$ cat src/rtl/rom_arb_pkg.sv
`default_nettype none
// ============================================================================
// Module      : rom_arb_pkg
// Description : Shared defaults and constants for the ROM arbiter. This
//               package holds the default sizes and ROM latency, the
//               requester index names, and the index-width helper used by
//               the arbiter and its winner picker.
// Revision    : 1.0 - initial release
// ============================================================================
package rom_arb_pkg;

    // Default geometry
    localparam int c_NREQ    = 3;
    localparam int c_AW      = 15;
    localparam int c_DW      = 16;
    localparam int c_ROM_LAT = 1;   // legal range 1..4

    // Requester slots on the shared ROM
    localparam int REQ_BG  = 0;     // background
    localparam int REQ_CAR = 1;     // player car
    localparam int REQ_OBS = 2;     // obstacle

    // Width of a requester index; at least one bit even for a single requester
    function automatic int idx_width(input int n);
        return (n > 1) ? $clog2(n) : 1;
    endfunction

endpackage
`default_nettype wire

$ cat src/rtl/rom_arbiter_rr_pick.sv
`default_nettype none
// ============================================================================
// Module      : rr_pick
// Description : Combinational winner search. The search starts at
//               last_winner+1 and wraps from NREQ-1 to 0. With last_winner
//               tied to NREQ-1, the search degenerates to fixed priority with
//               the lowest index winning.
// Ports       : req         - request vector
//               last_winner - index granted most recently
//               win         - one-hot winner (all zero when no request)
//               win_idx     - binary index of the winner (0 when no request)
// Revision    : 1.0 - initial release
// ============================================================================
module rr_pick
    import rom_arb_pkg::*;
#(
    parameter int NREQ = c_NREQ,
    parameter int IW   = idx_width(NREQ)
) (
    input  logic [NREQ-1:0] req,
    input  logic [IW-1:0]   last_winner,
    output logic [NREQ-1:0] win,
    output logic [IW-1:0]   win_idx
);

    logic w_found;
    int   w_cand;

    always_comb begin
        win     = '0;
        win_idx = '0;
        w_found = 1'b0;
        w_cand  = 0;
        for (int k = 1; k <= NREQ; k++) begin
            // Rotating candidate; a wrap by subtraction avoids a general modulo
            w_cand = int'(last_winner) + k;
            if (w_cand >= NREQ) begin
                w_cand = w_cand - NREQ;
            end
            if (!w_found && req[w_cand]) begin
                w_found      = 1'b1;
                win[w_cand]  = 1'b1;
                win_idx      = IW'(w_cand);
            end
        end
    end

endmodule
`default_nettype wire

$ cat src/rtl/rom_arbiter.sv
`default_nettype none
// ============================================================================
// Module      : rom_arbiter
// Description : This module shares one block ROM between NREQ requesters.
//               It grants at most one request per cycle. The grant and the
//               ROM address are registered. A tag pipeline of depth
//               ROM_LAT+1 steers the returning ROM data back to the granted
//               requester. Responses therefore return in grant order,
//               ROM_LAT+1 cycles after the grant.
// Config      : `define ROM_ARB_RR_EN selects round-robin arbitration. When
//               this macro is undefined, the arbiter uses fixed priority,
//               where the lowest index wins, and no last-winner register is
//               built.
// Ports       : clk      - clock, rising edge
//               clr      - asynchronous active-high reset
//               req      - per-requester level request
//               addr     - packed request addresses, requester i at [i*AW +: AW]
//               gnt      - one-hot grant pulse (registered)
//               rom_addr - ROM address (registered, holds when idle)
//               rom_data - ROM read data, valid ROM_LAT cycles after rom_addr
//               rd_valid - one-hot response strobe (registered)
//               rd_data  - response data (registered, holds when idle)
// Revision    : 1.0 - initial release
// ============================================================================
module rom_arbiter
    import rom_arb_pkg::*;
#(
    parameter int NREQ    = c_NREQ,
    parameter int AW      = c_AW,
    parameter int DW      = c_DW,
    parameter int ROM_LAT = c_ROM_LAT   // 1..4
) (
    input  logic               clk,
    input  logic               clr,
    input  logic [NREQ-1:0]    req,
    input  logic [NREQ*AW-1:0] addr,
    output logic [NREQ-1:0]    gnt,
    output logic [AW-1:0]      rom_addr,
    input  logic [DW-1:0]      rom_data,
    output logic [NREQ-1:0]    rd_valid,
    output logic [DW-1:0]      rd_data
);

    localparam int              c_IW       = idx_width(NREQ);
    localparam logic [c_IW-1:0] c_LAST_RST = c_IW'(NREQ - 1);  // requester 0 wins first
    localparam logic [NREQ-1:0] c_ONE      = NREQ'(1);

    logic [NREQ-1:0] w_win;
    logic [c_IW-1:0] w_win_idx;
    logic            w_any;
    logic [c_IW-1:0] w_last_winner;

    logic [NREQ-1:0] r_gnt;
    logic [AW-1:0]   r_rom_addr;
    logic [NREQ-1:0] r_rd_valid;
    logic [DW-1:0]   r_rd_data;

    // Tag stage k describes the grant issued k cycles ago. Stage ROM_LAT
    // lines up with rom_data for that grant.
    logic [ROM_LAT:0]            r_tag_vld;
    logic [ROM_LAT:0][c_IW-1:0]  r_tag_idx;

`ifdef ROM_ARB_RR_EN
    logic [c_IW-1:0] r_last_winner;

    always_ff @(posedge clk or posedge clr) begin
        if (clr) begin
            r_last_winner <= c_LAST_RST;
        end else if (w_any) begin
            r_last_winner <= w_win_idx;
        end
    end

    assign w_last_winner = r_last_winner;
`else
    assign w_last_winner = c_LAST_RST;
`endif

    rr_pick #(
        .NREQ (NREQ),
        .IW   (c_IW)
    ) u_pick (
        .req         (req),
        .last_winner (w_last_winner),
        .win         (w_win),
        .win_idx     (w_win_idx)
    );

    assign w_any = |w_win;

    // Grant and ROM address; the address holds across idle cycles
    always_ff @(posedge clk or posedge clr) begin
        if (clr) begin
            r_gnt      <= '0;
            r_rom_addr <= '0;
        end else begin
            r_gnt <= w_win;
            if (w_any) begin
                r_rom_addr <= addr[int'(w_win_idx)*AW +: AW];
            end
        end
    end

    // Tag pipeline; the index travels even when invalid, because only the
    // valid bit qualifies it
    always_ff @(posedge clk or posedge clr) begin
        if (clr) begin
            r_tag_vld <= '0;
            r_tag_idx <= '0;
        end else begin
            r_tag_vld <= {r_tag_vld[ROM_LAT-1:0], w_any};
            r_tag_idx <= {r_tag_idx[ROM_LAT-1:0], w_win_idx};
        end
    end

    // Response register; the data holds its last value between responses
    always_ff @(posedge clk or posedge clr) begin
        if (clr) begin
            r_rd_valid <= '0;
            r_rd_data  <= '0;
        end else begin
            r_rd_valid <= r_tag_vld[ROM_LAT] ? (c_ONE << r_tag_idx[ROM_LAT]) : '0;
            if (r_tag_vld[ROM_LAT]) begin
                r_rd_data <= rom_data;
            end
        end
    end

    assign gnt      = r_gnt;
    assign rom_addr = r_rom_addr;
    assign rd_valid = r_rd_valid;
    assign rd_data  = r_rd_data;

endmodule
`default_nettype wire

$ cat config.mk
export PLATFORM = sky130hd
export DESIGN_NAME = rom_arbiter
export DESIGN_NICKNAME = d
export VERILOG_FILES = /design/src/rtl/rom_arb_pkg.sv /design/src/rtl/rom_arbiter_rr_pick.sv /design/src/rtl/rom_arbiter.sv
export SDC_FILE = /design/constraint.sdc
export NUM_CORES = 1
export LEC_CHECK = 0
export ABC_CLOCK_PERIOD_IN_PS = 1800
export CORE_MARGIN = 2
export CORE_UTILIZATION = 25
export DETAILED_ROUTE_END_ITERATION = 7
export PLACE_DENSITY_LB_ADDON = 0.05
export SYNTH_ARGS = -nofsm -noshare
export SYNTH_HDL_FRONTEND = slang
export SYNTH_HIERARCHICAL = 1
export SYNTH_SLANG_ARGS = --single-unit
$ cat constraint.sdc
create_clock -name clk -period 1.8 [get_ports clk]
set_input_delay 0.36 -clock clk [delete_from_list [all_inputs] [get_ports clk]]
set_output_delay 0.36 -clock clk [all_outputs]
set_load 0.01 [all_outputs]
* Word level (Yosys, flattened, before mapping)
Cells that the tools add are included.
** Word-level totals
- Register bits :: 43
- Input port bits :: 66
- Output and inout port bits :: 37
** Cells by class
- Multipliers :: 1
- Shift operators :: 2
- Mux-type cells :: 8
- Reductions and logical operators :: 5
** Operators with widths (count)
- 45-bit by 7-bit variable part select with 15-bit output :: 1
- 2-bit by 4-bit multiplier with 6-bit output, second input constant :: 1
- 3-bit 2-to-1 mux :: 2
- 1-bit 2-to-1 mux :: 4
- 2-bit 2-to-1 mux :: 2
- 3-bit OR reduction :: 1
- 1-bit by 2-bit left shift with 3-bit output, first input constant :: 1
- 1-bit logical AND :: 2
- 1-bit zero test :: 2

* Longest topological paths before layout
Gate-level depths: netlist of the first run.
- Depth in word-level cells :: 9
- Gate-level depth with buffers :: 12

* Hierarchy
The synthesis of the first run kept the hierarchy.
** Modules (own cells, without submodules)
- rom_arbiter :: instances 1, cells each 153, area an instance 1844.3 µm²
- rr_pick :: instances 1, cells each 41, area an instance 304.0 µm²

* Worst setup path before layout of the first run
OpenSTA, ideal clock, no wires.
- Kind :: in2reg
- Start :: input port req[0]
- End :: register r_rom_addr[0] (netlist: rom_addr[0])
- Arrival :: 1.997 ns
- Data required time :: 1.718 ns
- Setup slack :: -0.279 ns
- Stages on the path :: 7
- Path buffers :: 1
- Cell sequence :: mux2i_1 -> o21ai_1 -> o41ai_1 -> nor2b_4 -> buf_2 -> nand2_1 -> a31oi_1
** On the way
- Longest elaborated chain between the ends :: 9
- Elaborated cells on any way between the ends :: 14
- Classes of those cells :: 1 x mul; 1 x shift; 7 x mux; 5 x reduce/logical
** RTL lines
- start: declaration :: RTL line rom_arbiter.sv:35 : input logic [NREQ-1:0] req,
- 1-bit 2-to-1 mux * :: RTL line rom_arbiter_rr_pick.sv:40 : if (!w_found && req[w_cand]) begin
- 1-bit zero test :: RTL line rom_arbiter_rr_pick.sv:40
- 1-bit logical AND :: RTL line rom_arbiter_rr_pick.sv:40
- 1-bit 2-to-1 mux * :: RTL line rom_arbiter_rr_pick.sv:40
- 1-bit zero test * :: RTL line rom_arbiter_rr_pick.sv:40
- 1-bit logical AND * :: RTL line rom_arbiter_rr_pick.sv:40
- 2-bit 2-to-1 mux * :: RTL line rom_arbiter_rr_pick.sv:40
- net w_win_idx[1] :: RTL line rom_arbiter.sv:49 : logic [c_IW-1:0] w_win_idx;
- 2-bit by 4-bit multiplier with 6-bit output * :: RTL line rom_arbiter.sv:99 : r_rom_addr <= addr[int'(w_win_idx)*AW +: AW];
- 45-bit by 7-bit variable part select with 15-bit output * :: RTL line rom_arbiter.sv:99
- end signal: assignment :: RTL line rom_arbiter.sv:99
- end: declaration :: RTL line rom_arbiter.sv:54 : logic [AW-1:0] r_rom_addr;
Mark *: on every way through the listed nets, which the timed path passes. The rest lies on a longest branch.
A chain may end at the register's enable or synchronous reset.

* Worst setup path after layout of the first run
- Start :: input port req[0]
- End :: register r_rom_addr[1] (netlist: rom_addr[1])
** On the way
- Elaborated cells on any way between the ends :: 14
- Classes of those cells :: 1 x mul; 1 x shift; 7 x mux; 5 x reduce/logical
** RTL lines
- 1-bit 2-to-1 mux :: RTL line rom_arbiter_rr_pick.sv:40
- 1-bit zero test :: RTL line rom_arbiter_rr_pick.sv:40
- 1-bit logical AND :: RTL line rom_arbiter_rr_pick.sv:40
- 2-bit 2-to-1 mux :: RTL line rom_arbiter_rr_pick.sv:40
- 3-bit 2-to-1 mux :: RTL line rom_arbiter_rr_pick.sv:40
- net w_win[1] :: RTL line rom_arbiter.sv:48 : logic [NREQ-1:0] w_win;
- 3-bit OR reduction :: RTL line rom_arbiter.sv:89 : assign w_any = |w_win;
The timed path passes the listed nets, and every way through them passes these cells.

==> results.toml, run 1 <==
[pwr]
vdd_drop_max_mv = 0.331
clock_share_of_power = 0.259
swShare = 0.265
pwr-share-seq = 0.373
leakage_power_of_the_design_uw = 0.00158
cellPowerDensity_nw_per_um2 = 910
totalPowerFinal_uw = 3400
internal_power_uw = 2500
power.combinational.fraction = 0.368
power_switching_uw = 902

[routing]
drt-initial-drc-count = 49
drcViolationCount = 0
detailed_routing_iteration_count_for_the_pre_antenna_repair_pass = 4
finalWirelength_um = 5730
dr_total_vias = 1850
vias_per_cell = 4.29
antenna_violating_nets_post_route = 0
drt-wirelength-per-cell_um = 13.3

[timing]
layout_min_cycle_time_ns = 1.73
finalWorstSetupSlack_ns = 0.0730
setup_viol = 0
rsz0062_at_grt = "false"
worst_hold_slack_ns = 0.353
max_clock_freq_ghz = 0.579
skew_ns = 0.00585
report.final.slew_viol_count = 0
hold_viol = 0
portion_of_the_clock_cycle_consumed_by_the_worst_path_in_the_final_layout = 0.959

[clock_network]
clkLatencyLatePin_ns = 0.29
htree_levels = 2
clk_pin_slew_ns = 0.08
cts_buffers = 5
tritoncts = "built"
clock-root-buffer = "clkbuf_8"
cts.sinks = 43
clockBufferDepth = 2

[logic_synthesis]
yosys_warnings = 6
yosysSeqAreaShare = 0.501
synth_cell_type_count = 39
syn_area_um2 = 2150
post-synth-top-area-fraction = 0.501
synth_top_cells_by_area = "dfrtp_1 50%, mux2_2 8.4%, mux2i_1 7.9%"
synthesis.instances = 194
netlist.top_cell.by_area = "dfrtp_1"
postSynthRegisterBits = 43
syn_area_per_cell_um2 = 11.1

[placement]
place.gp.congestion = 0.728
numPortBuffers = 102
dpl.hpwl_um = 4060
pre_cts_ws_ns = -0.597

[critical_path]
cp_cell_sequence = "buf_6 > buf_6 > nand2b_4 > a21oi_2 > o21ai_2 > buf_4 > buf_4 > buf_4 > nand2_1 > or3_4 > clkbuf_16 > a31oi_1"
critPathMaxStageDelay_ns = 0.37
critPathSlowestCell = "or3_4"
crit_path_start = "req[0]"
worst_setup_path_end_kind = "register"
crit_top_cell = "buf_4"
critPathMaxFanout = 15
critical_path.n_buffers_inverters = 6
worstReg2RegStart = "r_tag_vld[1]$_DFF_PP0_"
critPathArrivalTime_ns = 1.94
crit_required_ns = 2.01
worstSetupPathType = "input port to register"
cpLargestDelayFamily = "buffers and inverters"
timing.critical_path.from_type = "input port"

[final_layout]
drive_gt1_frac = 0.212
antenna-diode-count = 0
num-nets-final = 395
layout.cells.most_common_list = "99 x clkdlybuf4s50_1, 43 x dfrtp_1, 19 x nand2_1"
syn2layout_area_growth_pct = 73.8
mostFrequentLayoutCell = "clkdlybuf4s50_1"
final_util = 0.452

[run]
maxCapViolCount = 0

[global_route]
grt_overflow_total = 0
grt_use_total = 0.121
first_pass_grt_wire_length_um = 9160
grt_pass1_vias = 1908
antenna_found_initial = 0
grt_start_max_net_pins = 44

[die]
initial_core_util = 0.260
placement_row_count = 33
die_y_um = 96.7
fp.dieW_um = 96.7
coreArea_um2 = 8260
die_area_um2 = 9350
top_level_ports = 103

[run_status]
status = "finished clean"

[worst_hold_path]
timing.hold.worst.class = "register to register"
hold_path_startpoint = "r_tag_idx[0]$_DFF_PP0_"
## synth_stat cells
cell / instances
clkbuf_1: 1
buf_6: 3
or2_2: 5
dfrtp_1: 43
and3b_1: 1
o21ai_1: 2
nand3b_1: 1
a22oi_2: 1
nand4b_1: 1
mux2i_1: 17
ha_1: 4
o21ai_0: 1
nand3_1: 2
nand2b_1: 1
buf_12: 1
o41ai_1: 1
o21ai_2: 1
nand2_1: 19
nor3b_1: 1
nor2b_4: 1
and4_1: 1
a211o_1: 1
a41oi_2: 1
buf_2: 7
o221ai_1: 1
or3_1: 1
mux2_2: 16
nor2_1: 18
nand4bb_1: 1
a31oi_1: 15
or3b_1: 1
o211ai_1: 1
o21a_1: 1
a21oi_1: 3
or2_0: 10
and4b_1: 1
a21bo_2: 1
inv_1: 5
conb_1: 2
## metrics by stage
stage               cell area, um^2  setup TNS (ns)  std cells
CTS                            3750               0        432
detailed placement             3420           -8.71        413
finish                         3730               0        431
floorplan                      2180               0        201
global placement               3420           -8.77        413
global route                   3730               0        431
## per-layer routing
metal	track usage	routed length, um	part of all wire
met5	0	0	0
met3	0.0318	295	0.051
met1	0.145	2480	0.43
met2	0.212	2890	0.50
met4	0.0336	71	0.012
## state kept, by name, summed over array words and instances, names as in the netlist
name       flops
rd_data       16
rom_addr      15
r_tag_idx      4
gnt            3
rd_valid       3
r_tag_vld      2
## worst paths after layout
check,end,slack [ns],cells past startpoint
worst min register to register,r_tag_idx[2]$_DFF_PP0_,0.35,0
worst max-delay path,rom_addr[1]$_DFFE_PP0P_,0.07,12
min in group asynchronous,rd_data[0]$_DFFE_PP0P_,0.41,3
worst max register to register,rd_data[14]$_DFFE_PP0P_,0.73,2
max in group asynchronous,rom_addr[6]$_DFFE_PP0P_,1.18,3
worst min-delay path,r_tag_idx[2]$_DFF_PP0_,0.35,0
## power groups by stage
stage	Combinational (uW)	Clock (uW)	Sequential [uW]
floorplan	430	0	1370
global placement	1170	0	1280
detailed placement	1170	0	1290
CTS	1260	913	1270
global route	1350	962	1300
finish	1250	879	1270
## final cells by class
type / count / area (um^2)
clock buffers: 6 / 72.6
clock inverters: 2 / 60.1
fillers: 826 / 4520
inverters: 5 / 18.8
multi-input cells: 141 / 1030
flip-flops and latches: 43 / 1080
well taps: 105 / 131
repair buffers: 129 / 1350
## timing repair
action / 4_1_cts / 5_1_grt
hold buffers: 0 / 0
resized for setup: 15 / 6
gates cloned: 3 / 1
buffers inserted: 8 / 0
pin swaps: 5 / 8
setup endpoints to repair: 16 / 15
## cell families (layout without fill, tap and decap cells)
| group | Yosys count | after routing | synth area share |
|---|---|---|---|
| flops | 43 | 43 | 0.501 |
| other cells | 2 | 9 | 0.00350 |
| mux | 33 | 33 | 0.163 |
| fa+ha+maj | 4 | 4 | 0.0233 |
| simple gates | 65 | 65 | 0.158 |
| buf+inv | 17 | 142 | 0.0518 |
| compound gates | 30 | 30 | 0.0990 |
Note: power is estimated with default switching activity, not from simulation.
==> inputs of run 2 (changes only) <==
Settings changed: CAP_MARGIN from default to 40, CTS_CLUSTER_DIAMETER from default to 60.
==> results of run 2 <==
No change in the layout: final DEF, timing and power equal those of run 1.
==> inputs of run 3 (changes only) <==
Settings changed: ABC_CLOCK_PERIOD_IN_PS 1800 to 2110, SLEW_MARGIN from default to 10.
Clock period 1.8 ns to 2.11 ns, I/O delays scaled along.
==> results.toml, run 3 (synthesis gave the netlist of run 1 again) <==
[routing]
detailed_routing_iteration_count_for_the_pre_antenna_repair_pass = 4
dr_total_vias = 1799
finalWirelength_um = 5230
drt-initial-drc-count = 38
vias_per_cell = 4.29
antenna_violating_nets_post_route = 0
drt-wirelength-per-cell_um = 12.5
drcViolationCount = 0

[clock_network]
cts_setup_buffers = 0
clkLatencyLatePin_ns = 0.29
cts-hold-fix-buffers = 0
clockBufferDepth = 2
htree_levels = 2
tritoncts = "built"
cts.sinks = 43
clk_pin_slew_ns = 0.08
clock-root-buffer = "clkbuf_8"
cts_buffers = 5

[critical_path]
worst_setup_path_end_kind = "register"
critPathArrivalTime_ns = 2.08
timing.critical_path.from_type = "input port"
worstSetupPathType = "input port to register"
crit_required_ns = 2.29
critPathMaxFanout = 31

[final_layout]
final_util = 0.429
syn2layout_area_growth_pct = 64.8
final_design_area_no_fill_um2 = 3540
num-nets-final = 383
mostFrequentLayoutCell = "clkdlybuf4s50_1"
antenna-diode-count = 0
largest_register_ff_count = 16
fill_cells = 804
layout.cells.most_common_list = "101 x clkdlybuf4s50_1, 43 x dfrtp_1, 19 x nand2_1"
drive_gt1_frac = 0.166

[timing]
setup_viol = 0
skew_ns = 0.00256
layout_min_cycle_time_ns = 1.90
finalWorstSetupSlack_ns = 0.207
portion_of_the_clock_cycle_consumed_by_the_worst_path_in_the_final_layout = 0.902
max_clock_freq_ghz = 0.525
setup-tns-final_ns = 0
report.final.slew_viol_count = 0
hold_viol = 0
rsz0062_at_grt = "false"

[die]
top_level_ports = 103
initial_core_util = 0.260
fp.dieW_um = 96.7
die_area_um2 = 9350
die_y_um = 96.7
coreArea_um2 = 8260
placement_row_count = 33

[placement]
numPortBuffers = 102
place.gp.congestion = 0.767
place_area_um2 = 3420
dpl.hpwl_um = 3960
pre_cts_ws_ns = -0.291

[global_route]
first_pass_grt_wire_length_um = 8420
grt_use_total = 0.110
grt_overflow_total = 0
grt_start_max_net_pins = 44
antenna_found_initial = 0
grt_pass1_vias = 1753

[run]
maxCapViolCount = 0

[run_status]
status = "finished clean"

[worst_hold_path]
timing.hold.worst.class = "register to register"

[pwr]
cellPowerDensity_nw_per_um2 = 770
totalPowerFinal_uw = 2720
leakage_power_of_the_design_uw = 0.00149
vdd_drop_max_mv = 0.301
## run 3: cell count changes in the layout (fill, tap and decap cells not counted), sizes merged
cell and delta:
buf -11, bufinv -1, clkbuf -2, clkdlybuf4s50 +2, clkinv +1, dlygate4sd2 -1
## run 3: metrics by stage
step	std cells	hold slack, ns
floorplan	201	0.331
global placement	411	0.332
detailed placement	411	0.335
CTS	419	0.355
global route	419	0.353
finish	419	0.350
## run 3: final cells by class
| cell class | count | area [um^2] | share of cell area |
|---|---|---|---|
| Clock inverter | 2 | 35.0 | 0.00990 |
| Tap cell | 105 | 131 | 0.0371 |
| Clock buffer | 6 | 82.6 | 0.0233 |
| Multi-Input combinational cell | 141 | 1010 | 0.285 |
| Inverter | 5 | 18.8 | 0.00530 |
| Sequential cell | 43 | 1080 | 0.304 |
| Timing Repair Buffer | 117 | 1190 | 0.335 |
## run 3: final timing paths
kind / from / to / slack (ns) / depth (start not counted)
setup / recovery: req[1] / rom_addr[10]$_DFFE_PP0P_ / 0.21 / 8
hold / removal: r_tag_vld[0]$_DFF_PP0_ / r_tag_vld[1]$_DFF_PP0_ / 0.35 / 0
setup reg to reg: r_tag_vld[1]$_DFF_PP0_ / rd_data[13]$_DFFE_PP0P_ / 1.06 / 2
hold reg to reg: r_tag_vld[0]$_DFF_PP0_ / r_tag_vld[1]$_DFF_PP0_ / 0.35 / 0
max in group asynchronous: clr / rom_addr[14]$_DFFE_PP0P_ / 1.42 / 3
min in group asynchronous: clr / rd_data[12]$_DFFE_PP0P_ / 0.49 / 3
## run 3: report_power, final
group / internal (uW) / leakage (uW) / switching (uW) / total [uW]
sequential: 995 / 0.000510 / 79.3 / 1070
clock: 383 / 0.0000612 / 281 / 664
combinational: 601 / 0.000918 / 384 / 985
total: 1980 / 0.00149 / 744 / 2720
## run 3: critical path, cell delays in order
cell	delay, ns
clkdlybuf4s50_1	0.58
nand4b_1	0.17
a211o_1	0.14
nand2_1	0.07
or3_1	0.36
buf_12	0.18
nor2_1	0.10
a31oi_1	0.05
## run 3: timing repair
action / 4_1_cts / 5_1_grt
endpoints found under the setup margin: 0 / 15
hold endpoints to repair: 0 / 0
resized for setup: 0 / 2
## run 3: metal layers
metal / up-vias / wire length [um] / track usage
met4: 0 / 72 / 0.0358
met5: - / 0 / 0
met3: 5 / 305 / 0.0325
li1: 901 / - / -
met2: 56 / 2650 / 0.186
met1: 837 / 2210 / 0.133
